===== src/rtl/scan_pkg.sv =====
// Shared types and helpers for the digit scan controller.
// No ports: provides the FSM state encoding, the next-index result
// struct, and the mask search functions used by digit_scan_ctrl.
package scan_pkg;

  // Helpers work on a fixed maximum mask width. Callers zero-extend
  // their mask, so unused upper bits never match.
  localparam int unsigned MAX_ADDR_W = 5;
  localparam int unsigned MAX_N      = 2 ** MAX_ADDR_W;

  typedef enum logic [1:0] {
    IDLE  = 2'd0,
    BLANK = 2'd1,
    DWELL = 2'd2
  } scan_state_t;

  typedef struct packed {
    logic                  found;
    logic [MAX_ADDR_W-1:0] idx;
  } next_idx_t;

  // Priority search starting at cur+1 and wrapping back to cur itself.
  // Zero upper mask bits make the MAX_N wrap equal to a mod-N wrap.
  function automatic next_idx_t next_enabled(input logic [MAX_N-1:0]      mask,
                                             input logic [MAX_ADDR_W-1:0] cur);
    next_idx_t             res;
    logic [MAX_ADDR_W-1:0] pos;
    res = '0;
    for (int unsigned k = 1; k <= MAX_N; k++) begin
      pos = cur + MAX_ADDR_W'(k);
      if (!res.found && mask[pos]) begin
        res.found = 1'b1;
        res.idx   = pos;
      end
    end
    return res;
  endfunction

  // Index of the lowest set bit; 0 when the mask is empty.
  function automatic logic [MAX_ADDR_W-1:0] lowest_set(input logic [MAX_N-1:0] mask);
    logic [MAX_ADDR_W-1:0] idx;
    logic                  found;
    idx   = '0;
    found = 1'b0;
    for (int unsigned k = 0; k < MAX_N; k++) begin
      if (!found && mask[k]) begin
        found = 1'b1;
        idx   = MAX_ADDR_W'(k);
      end
    end
    return idx;
  endfunction

endpackage


===== src/rtl/dwell_timer.sv =====
// Phase timer: counts cycles from a synchronous clear and saturates at
// the terminal count loaded with that clear.
// Ports: clk_i, reset_i (sync, active-high), clr_i (clear + load),
//        term_i (terminal count = phase length - 1), done_o (at terminal).
module dwell_timer #(
  parameter int unsigned CNT_W = 1
) (
  input  logic             clk_i,
  input  logic             reset_i,
  input  logic             clr_i,
  input  logic [CNT_W-1:0] term_i,
  output logic             done_o
);

  logic [CNT_W-1:0] cnt_q, cnt_d;
  logic [CNT_W-1:0] term_q, term_d;
  logic             done_q, done_d;

  // Next count: clear/load, count up, or hold once at terminal.
  always_comb begin
    cnt_d  = cnt_q;
    term_d = term_q;
    done_d = done_q;
    if (clr_i) begin
      cnt_d  = '0;
      term_d = term_i;
      done_d = (term_i == '0);
    end else if (!done_q) begin
      cnt_d  = cnt_q + CNT_W'(1);
      done_d = ((cnt_q + CNT_W'(1)) == term_q);
    end
  end

  always_ff @(posedge clk_i) begin
    if (reset_i) begin
      cnt_q  <= '0;
      term_q <= '0;
      done_q <= 1'b0;
    end else begin
      cnt_q  <= cnt_d;
      term_q <= term_d;
      done_q <= done_d;
    end
  end

  assign done_o = done_q;

endmodule


===== src/rtl/digit_scan_ctrl.sv =====
// Round-robin scan sequencer feeding a one-hot address decoder. Each
// enabled output gets a blanking gap then a dwell with addr_valid high.
// Ports: clk, reset (sync, active-high), enable (run level),
//        digit_mask (outputs taking part), address (selected index),
//        addr_valid (dwell phase), frame_done (wrap pulse), busy (not idle).
module digit_scan_ctrl
  import scan_pkg::*;
#(
  parameter int unsigned width        = 2,
  parameter int unsigned DWELL_CYCLES = 50000,
  parameter int unsigned BLANK_CYCLES = 500
) (
  input  logic                  clk,
  input  logic                  reset,
  input  logic                  enable,
  input  logic [2**width-1:0]   digit_mask,
  output logic [width-1:0]      address,
  output logic                  addr_valid,
  output logic                  frame_done,
  output logic                  busy
);

  localparam int unsigned MAX_CYC = (DWELL_CYCLES > BLANK_CYCLES) ? DWELL_CYCLES : BLANK_CYCLES;
  localparam int unsigned CNT_W   = $clog2(MAX_CYC + 1);
  localparam int unsigned DWELL_TERM = DWELL_CYCLES - 1;
  localparam int unsigned BLANK_TERM = (BLANK_CYCLES > 0) ? BLANK_CYCLES - 1 : 0;
  // With no blanking every digit goes straight into its dwell.
  localparam scan_state_t FIRST_PHASE = (BLANK_CYCLES == 0) ? DWELL : BLANK;

  scan_state_t        state_q, state_d;
  logic [width-1:0]   addr_q, addr_d;
  logic               valid_q;
  logic               frame_q, frame_d;
  logic               busy_q;

  logic               tmr_clr;
  logic [CNT_W-1:0]   tmr_term;
  logic               tmr_done;

  logic [MAX_N-1:0]      mask_ext;
  logic [MAX_ADDR_W-1:0] addr_ext;
  next_idx_t             nxt;

  assign mask_ext = MAX_N'(digit_mask);
  assign addr_ext = MAX_ADDR_W'(addr_q);

  dwell_timer #(
    .CNT_W (CNT_W)
  ) u_timer (
    .clk_i   (clk),
    .reset_i (reset),
    .clr_i   (tmr_clr),
    .term_i  (tmr_term),
    .done_o  (tmr_done)
  );

  // Next state, next address and frame pulse; timer cleared on every entry.
  always_comb begin
    state_d = state_q;
    addr_d  = addr_q;
    frame_d = 1'b0;
    tmr_clr = 1'b0;
    nxt     = next_enabled(mask_ext, addr_ext);
    unique case (state_q)
      IDLE: begin
        if (enable && (digit_mask != '0)) begin
          addr_d  = width'(lowest_set(mask_ext));
          state_d = FIRST_PHASE;
          tmr_clr = 1'b1;
        end
      end
      BLANK: begin
        if (!enable) begin
          state_d = IDLE;
          tmr_clr = 1'b1;
        end else if (tmr_done) begin
          state_d = DWELL;
          tmr_clr = 1'b1;
        end
      end
      DWELL: begin
        if (!enable) begin
          state_d = IDLE;
          tmr_clr = 1'b1;
        end else if (tmr_done) begin
          tmr_clr = 1'b1;
          if (nxt.found) begin
            addr_d  = width'(nxt.idx);
            state_d = FIRST_PHASE;
            // Wrap back to same or lower index closes a frame.
            frame_d = (width'(nxt.idx) <= addr_q);
          end else begin
            state_d = IDLE;
          end
        end
      end
      default: begin
        state_d = IDLE;
      end
    endcase
    tmr_term = (state_d == BLANK) ? CNT_W'(BLANK_TERM) : CNT_W'(DWELL_TERM);
  end

  always_ff @(posedge clk) begin
    if (reset) begin
      state_q <= IDLE;
      addr_q  <= '0;
      valid_q <= 1'b0;
      frame_q <= 1'b0;
      busy_q  <= 1'b0;
    end else begin
      state_q <= state_d;
      addr_q  <= addr_d;
      valid_q <= (state_d == DWELL);
      frame_q <= frame_d;
      busy_q  <= (state_d != IDLE);
    end
  end

  assign address    = addr_q;
  assign addr_valid = valid_q;
  assign frame_done = frame_q;
  assign busy       = busy_q;

endmodule


===== config.mk =====
export PLATFORM = sky130hd
export DESIGN_NAME = digit_scan_ctrl
export DESIGN_NICKNAME = d
export VERILOG_FILES = /design/src/rtl/scan_pkg.sv /design/src/rtl/dwell_timer.sv /design/src/rtl/digit_scan_ctrl.sv
export SDC_FILE = /design/constraint.sdc
export NUM_CORES = 1
export LEC_CHECK = 0
export BUFFER_PORTS_ARGS = -buffer_cell sky130_fd_sc_hd__buf_2
export CAP_MARGIN = 10
export CELL_PAD_IN_SITES_DETAIL_PLACEMENT = 1
export CELL_PAD_IN_SITES_GLOBAL_PLACEMENT = 2
export CORE_ASPECT_RATIO = 1.25
export CORE_MARGIN = 1.5
export CORE_UTILIZATION = 40
export CTS_BUF_LIST = sky130_fd_sc_hd__clkbuf_2
export DETAILED_ROUTE_END_ITERATION = 16
export HOLD_SLACK_MARGIN = 0.1
export PLACE_DENSITY = 0.88
export SLEW_MARGIN = 5
export SYNTH_ARGS = -nofsm -noshare
export SYNTH_HDL_FRONTEND = slang
export SYNTH_SLANG_ARGS = --single-unit

===== constraint.sdc =====
create_clock -name clk -period 5.45 [get_ports clk]
set_input_delay 0.545 -clock clk [delete_from_list [all_inputs] [get_ports clk]]
set_output_delay 0.545 -clock clk [all_outputs]
set_load 0.005 [all_outputs]

* Word-level counts from Yosys, hierarchy flattened *
Index checks and enable logic that the tools add are counted.

word-level totals
  register bits after elaboration = 40
  latch bits = 0
  RAM bits = 0
  bits in read-only memories = 0
  bits of input ports = 7
  output and inout port bits = 5
  logic and storage cells = 291
  memories kept = 0

cells by class
  $add $sub $neg = 32
  multiply operators = 0
  div/mod/pow operators = 0
  $lt $le $gt $ge = 33
  eq/ne operators = 9
  shift operators = 0
  mux-type cells = 127
  bitwise operators = 4
  reduce and logical (&&, ||, !) cells = 78

operator list
  operator                                             count
  two-way mux 6 bit                                    32
  binary-select mux 1 bit (select 5 bit)               31
  < comparator 5 x 6 -> 1 bit (second input constant)  24
  two-way mux 1 bit                                    48
  adder 2 x 4 -> 5 bit (second input constant)         8
  adder 2 x 5 -> 5 bit (second input constant)         8
  logical AND 1 bit                                    35
  zero test 1 bit                                      34
  < comparator 4 x 6 -> 1 bit (second input constant)  4
  two-way mux 2 bit                                    11
  adder 3 x 4 -> 5 bit (second input constant)         4
  < comparator 3 x 6 -> 1 bit (second input constant)  3
  adder 16 x 1 -> 16 bit (second input constant)       1
  adder 2 x 3 -> 4 bit (second input constant)         4
  equality test 16 bit                                 1
  zero test 16 bit                                     1
  two-way mux 16 bit                                   1
  adder 3 x 3 -> 4 bit (second input constant)         2
  adder 2 x 2 -> 3 bit (second input constant)         2
  < comparator 2 x 6 -> 1 bit (second input constant)  1
  != test 2 bit (second input constant)                3
  one-hot mux 2 bit (3 select lines)                   1
  AND reduction 5 bit                                  1
  OR reduction 5 bit                                   1
  other kinds (15)                                     22

* Logic depth before layout (Yosys ltp) *
  word-level depth = 105
  mapped depth = 13
  mapped depth without buffers = 12

* Modules after synthesis *
Synthesis repeated with hierarchy kept, for this count alone.

second synthesis, totals
  cell total of the unflattened synthesis = 321
  area, all modules = 2,661.3 um^2

by module, submodules not included
  module           times used  cells an instance  area an instance (um^2)  seq. area each (um^2)
  dwell_timer      1           202                1,755.4                  660.6
  digit_scan_ctrl  1           119                905.9                    140.1

* Worst setup path before layout *
No wires, ideal clock.

  path kind = register -> register
  from = register addr_q[0], in the netlist address[0]
  to = register frame_q, in the netlist frame_done
  setup time = 0.078 ns
  arrival time = 2.531 ns
  required time = 5.372 ns
  setup slack = 2.841 ns
  cell stages (with the launch flop) = 12
  buffers on the path = 1
  clock period less this slack = 2.609 ns
  cell sequence = dfxtp_1 -> buf_2 -> inv_1 -> ha_1 -> mux4_2 -> nand3_1 -> mux2i_1 -> a311o_1 -> ha_1 -> a21oi_1 -> a21oi_1 -> nor3_1

on the way
  word-level cells in the longest chain between the ends = 99
  elaborated cells between the ends (all ways) = 192
  those cells by class = 31 x add/sub; 1 x order compare; 96 x mux; 1 x bitwise; 63 x reduce/logical

ends and longest elaborated chain
  element                                                                        line                    RTL
  start, declared                                                                digit_scan_ctrl.sv:31   logic [width-1:0] addr_q, addr_d;
  start signal, assigned                                                         digit_scan_ctrl.sv:113  addr_q <= addr_d;
  parallel branches: the longest is 99 deep, another holds adder 2 x 1 -> 3 bit  n/a
  end signal, assigned                                                           digit_scan_ctrl.sv:115  frame_q <= frame_d;
  end, declared                                                                  digit_scan_ctrl.sv:33   logic frame_q, frame_d;

Parallel ways; which one is timed is not known. The select of a mux whose other input is x is not followed.
A chain may end at the register's enable or synchronous reset.

* Final worst setup path *
Ends and elaborated chain as after synthesis.

==> impl_metrics.json <==
{
  "outcome": "complete, no violations",
  "htree_levels": 1,
  "setup.worst_path.class": "reg2reg",
  "fp-row-count": 28,
  "cp_num_buf_inv": 1,
  "p_leak_nw": 0.745,
  "crit_arrival_ns": 3.26,
  "cts-root-buf": "clkbuf_2",
  "critPathTopFamily": "flip-flops",
  "drtPass1Iterations": 4,
  "port_buffers": 11,
  "track_usage_pct": 18.6,
  "cp-startpoint": "address[0]",
  "total_power_w": 0.000402,
  "nets": 262,
  "timing.rr.end": "frame_done",
  "io-pin-count": 12,
  "die_y_um": 82.3,
  "finalSetupViolations": 0,
  "core-area_um2": 4800,
  "clk_pin_slew_ns": 0.28,
  "max_stage_delay_ns": 0.78,
  "synth_nets": 266,
  "rsz0062_at_grt": "false",
  "cts-hold-fix-buffers": 0,
  "fin_ws_ns": 2.54,
  "grt_pass1_wl_um": 7880,
  "setup_tns_ns": 0,
  "cp-end-kind": "register",
  "synthCells": 250,
  "hold_class": "in2reg",
  "route.detailed.drc": 0,
  "drtIter0Drc": 52,
  "avgViaCountPerCell": 5.94,
  "grt_antenna_before_repair": 0,
  "ir_drop_uv": 155,
  "skew_ns": 0.00671,
  "synth_edf_count": 0,
  "ys_ff_latch": 27,
  "hold_start": "reset",
  "fillers": 584,
  "syn2layout_area_growth_pct": 1.55,
  "critPathMaxFanout": 15,
  "synth_top_family_by_area": "simple AND/OR/NAND/NOR gates",
  "power.density_nw_per_um2": 197,
  "dp_slack_ns": 2.56,
  "synth_xor_area_share_pct": 9.57,
  "vias": 1812,
  "post-cts-setup-buffers": 0,
  "max_slew_margin_pct": 42.5,
  "ys_warn_count": 0,
  "worst_path_max_delay_cell": "dfxtp_1",
  "layout-drive-gt1-share_pct": 11.0,
  "timing.fmax_mhz": 344,
  "grt_pass1_vias": 1666,
  "timing.final.crit_share_pct": 53.4,
  "slew_violations": 0,
  "ant_nets": 0,
  "hold_path_depth": 2,
  "diodes": 0,
  "synth_area_leader_cell": "dfxtp_1",
  "synth.area.mux_share_pct": 5.78,
  "dpl.hpwl_um": 3600,
  "cts.path.max_buffers": 2,
  "worstSetupStartpointType": "register",
  "grt_overflow_total": 0,
  "holdPathEnd": "u_timer.term_q[14]",
  "cts-resized-gates": 0,
  "worst_slew_pin_slew_ns": 0.854,
  "cp_cell_sequence": "inv_1 > ha_1 > mux4_2 > nand3_1 > mux2i_1 > a311o_1 > ha_1 > a21oi_1 > a21oi_1 > nor3_1",
  "r2r-start": "address[0]",
  "final_hold_viol_count": 0,
  "ys_types": 54,
  "detail_route.wl_per_cell_um": 15.9,
  "synth_fa_ha_area_share_pct": 5.59,
  "gp_congestion": 0.806,
  "async_flop_share_pct": 0,
  "cp.depth": 10,
  "cap_violations": 0,
  "fp.dieW_um": 66.5,
  "synth-compound-area-share_pct": 17.9,
  "synth_area_um2": 2010,
  "synth_top_area_share_pct": 26.8,
  "syn_avg_cell_area_um2": 8.05,
  "cts_buffers": 3,
  "yosys-top-cells-area": "dfxtp_1 (27%), nor2_1 (6.0%), ha_1 (5.6%)",
  "clk_latency_ns": 0.39,
  "seq_area_frac_synth_pct": 26.8,
  "cts_tree": "yes",
  "synthSimpleGateAreaFrac_pct": 26.0,
  "start_util_pct": 41.9,
  "reg2reg_slack_ns": 2.54,
  "min_period_ns": 2.91,
  "grt_max_degree": 18,
  "wirelength_um": 4860,
  "clkSinkCount": 27,
  "die_area_um2": 5470,
  "ys.flop_type": "dfxtp_1",
  "reg2reg_depth": 10,
  "crit_required_ns": 5.80
}
## through the flow
step | cell area (um^2) | utilization, % | instances | hold slack [ns]
2_1_floorplan | 2010 | - | 250 | 0.500
3_3_place_gp | 2020 | 42.1 | 301 | 0.521
3_5_place_dp | 2020 | 42.1 | 301 | 0.559
4_1_cts | 2040 | 42.6 | 305 | 0.399
5_1_grt | 2040 | 42.6 | 305 | 0.414
6_report | 2040 | 42.6 | 305 | 0.419
## registers in the layout, summed over array words and instances (netlist names)
signal and flops:
u_timer.cnt_q 16, u_timer.done_o 1, addr_valid 1, address 2, busy 1, u_timer.term_q 3
state_q 2, frame_done 1
## placed cells by master, fill, tap and decap left out, types with 9 or more instances in the layout
cell type	synthesis	routed
nand2_1	13	13
dfxtp_1	27	27
nor2_1	32	32
inv_1	12	12
xnor2_1	10	10
ha_1	9	9
xor2_1	12	12
nand3_1	12	12
buf_2	6	11
a21oi_1	11	11
## metal layers
layer | global-route usage [%] | share of wire [%] | vias to the layer above
met5 | 0 | 0 | -
met4 | 7.35 | 2.0 | 0
met3 | 1.22 | 1.6 | 9
met2 | 32.6 | 48 | 20
met1 | 23.7 | 48 | 886
li1 | - | - | 897
## how the worst max path moves through the flow
stage,end,slack (ns)
final,frame_done,2.54
after global routing,frame_done,2.33
after CTS,frame_done,2.53
after detailed placement,frame_done,2.56
after global placement,frame_done,2.68
after floorplan,frame_done,2.84
## power by group
group	total (W)	internal (W)	leakage, nW	switching (W)
logic	0.0000983	0.0000443	0.513	0.0000540
clock network	0.0000838	0.0000170	0.0126	0.0000668
registers	0.000220	0.000205	0.219	0.0000146
total	0.000402	0.000267	0.745	0.000135
## Yosys cell counts, types with 3 or more instances
cell type and n:
mux2i_1 6, o2111ai_1 3, dfxtp_1 27, clkbuf_1 8, a21oi_1 11, nand3_1 12
nand2_1 13, nand4_1 8, o21ai_0 6, nor4_1 5, buf_2 6, ha_1 9
inv_1 12, xnor2_1 10, nor3_1 8, a31oi_1 5, nor2_1 32, or3_1 4
xor2_1 12, buf_6 5, or2_2 3, and3_1 3
## cell type report
type                            count  area (um^2)  share of cell area, %
Inverter                           12         45.0                   2.20
Tap cell                           60         75.1                   3.67
Timing Repair Buffer               11         55.1                   2.69
Clock buffer                        3         15.0                  0.734
Clock inverter                      1         7.51                  0.367
Sequential cell                    27          541                   26.4
Multi-Input combinational cell    191         1310                   63.9
## cells by family after synthesis
family	after synthesis
compound gates	50
xor+xnor	22
fa+ha+maj	9
buf+inv	32
flops	27
mux	9
simple gates	101
## worst register-to-register path, cell delays in order, from the launching register on
cell     delay [ns]
dfxtp_1        0.78
inv_1          0.10
ha_1           0.41
mux4_2         0.39
nand3_1        0.13
mux2i_1        0.09
a311o_1        0.37
ha_1           0.29
a21oi_1        0.12
a21oi_1        0.05
nor3_1         0.12
(Power assumes the default switching activity.)
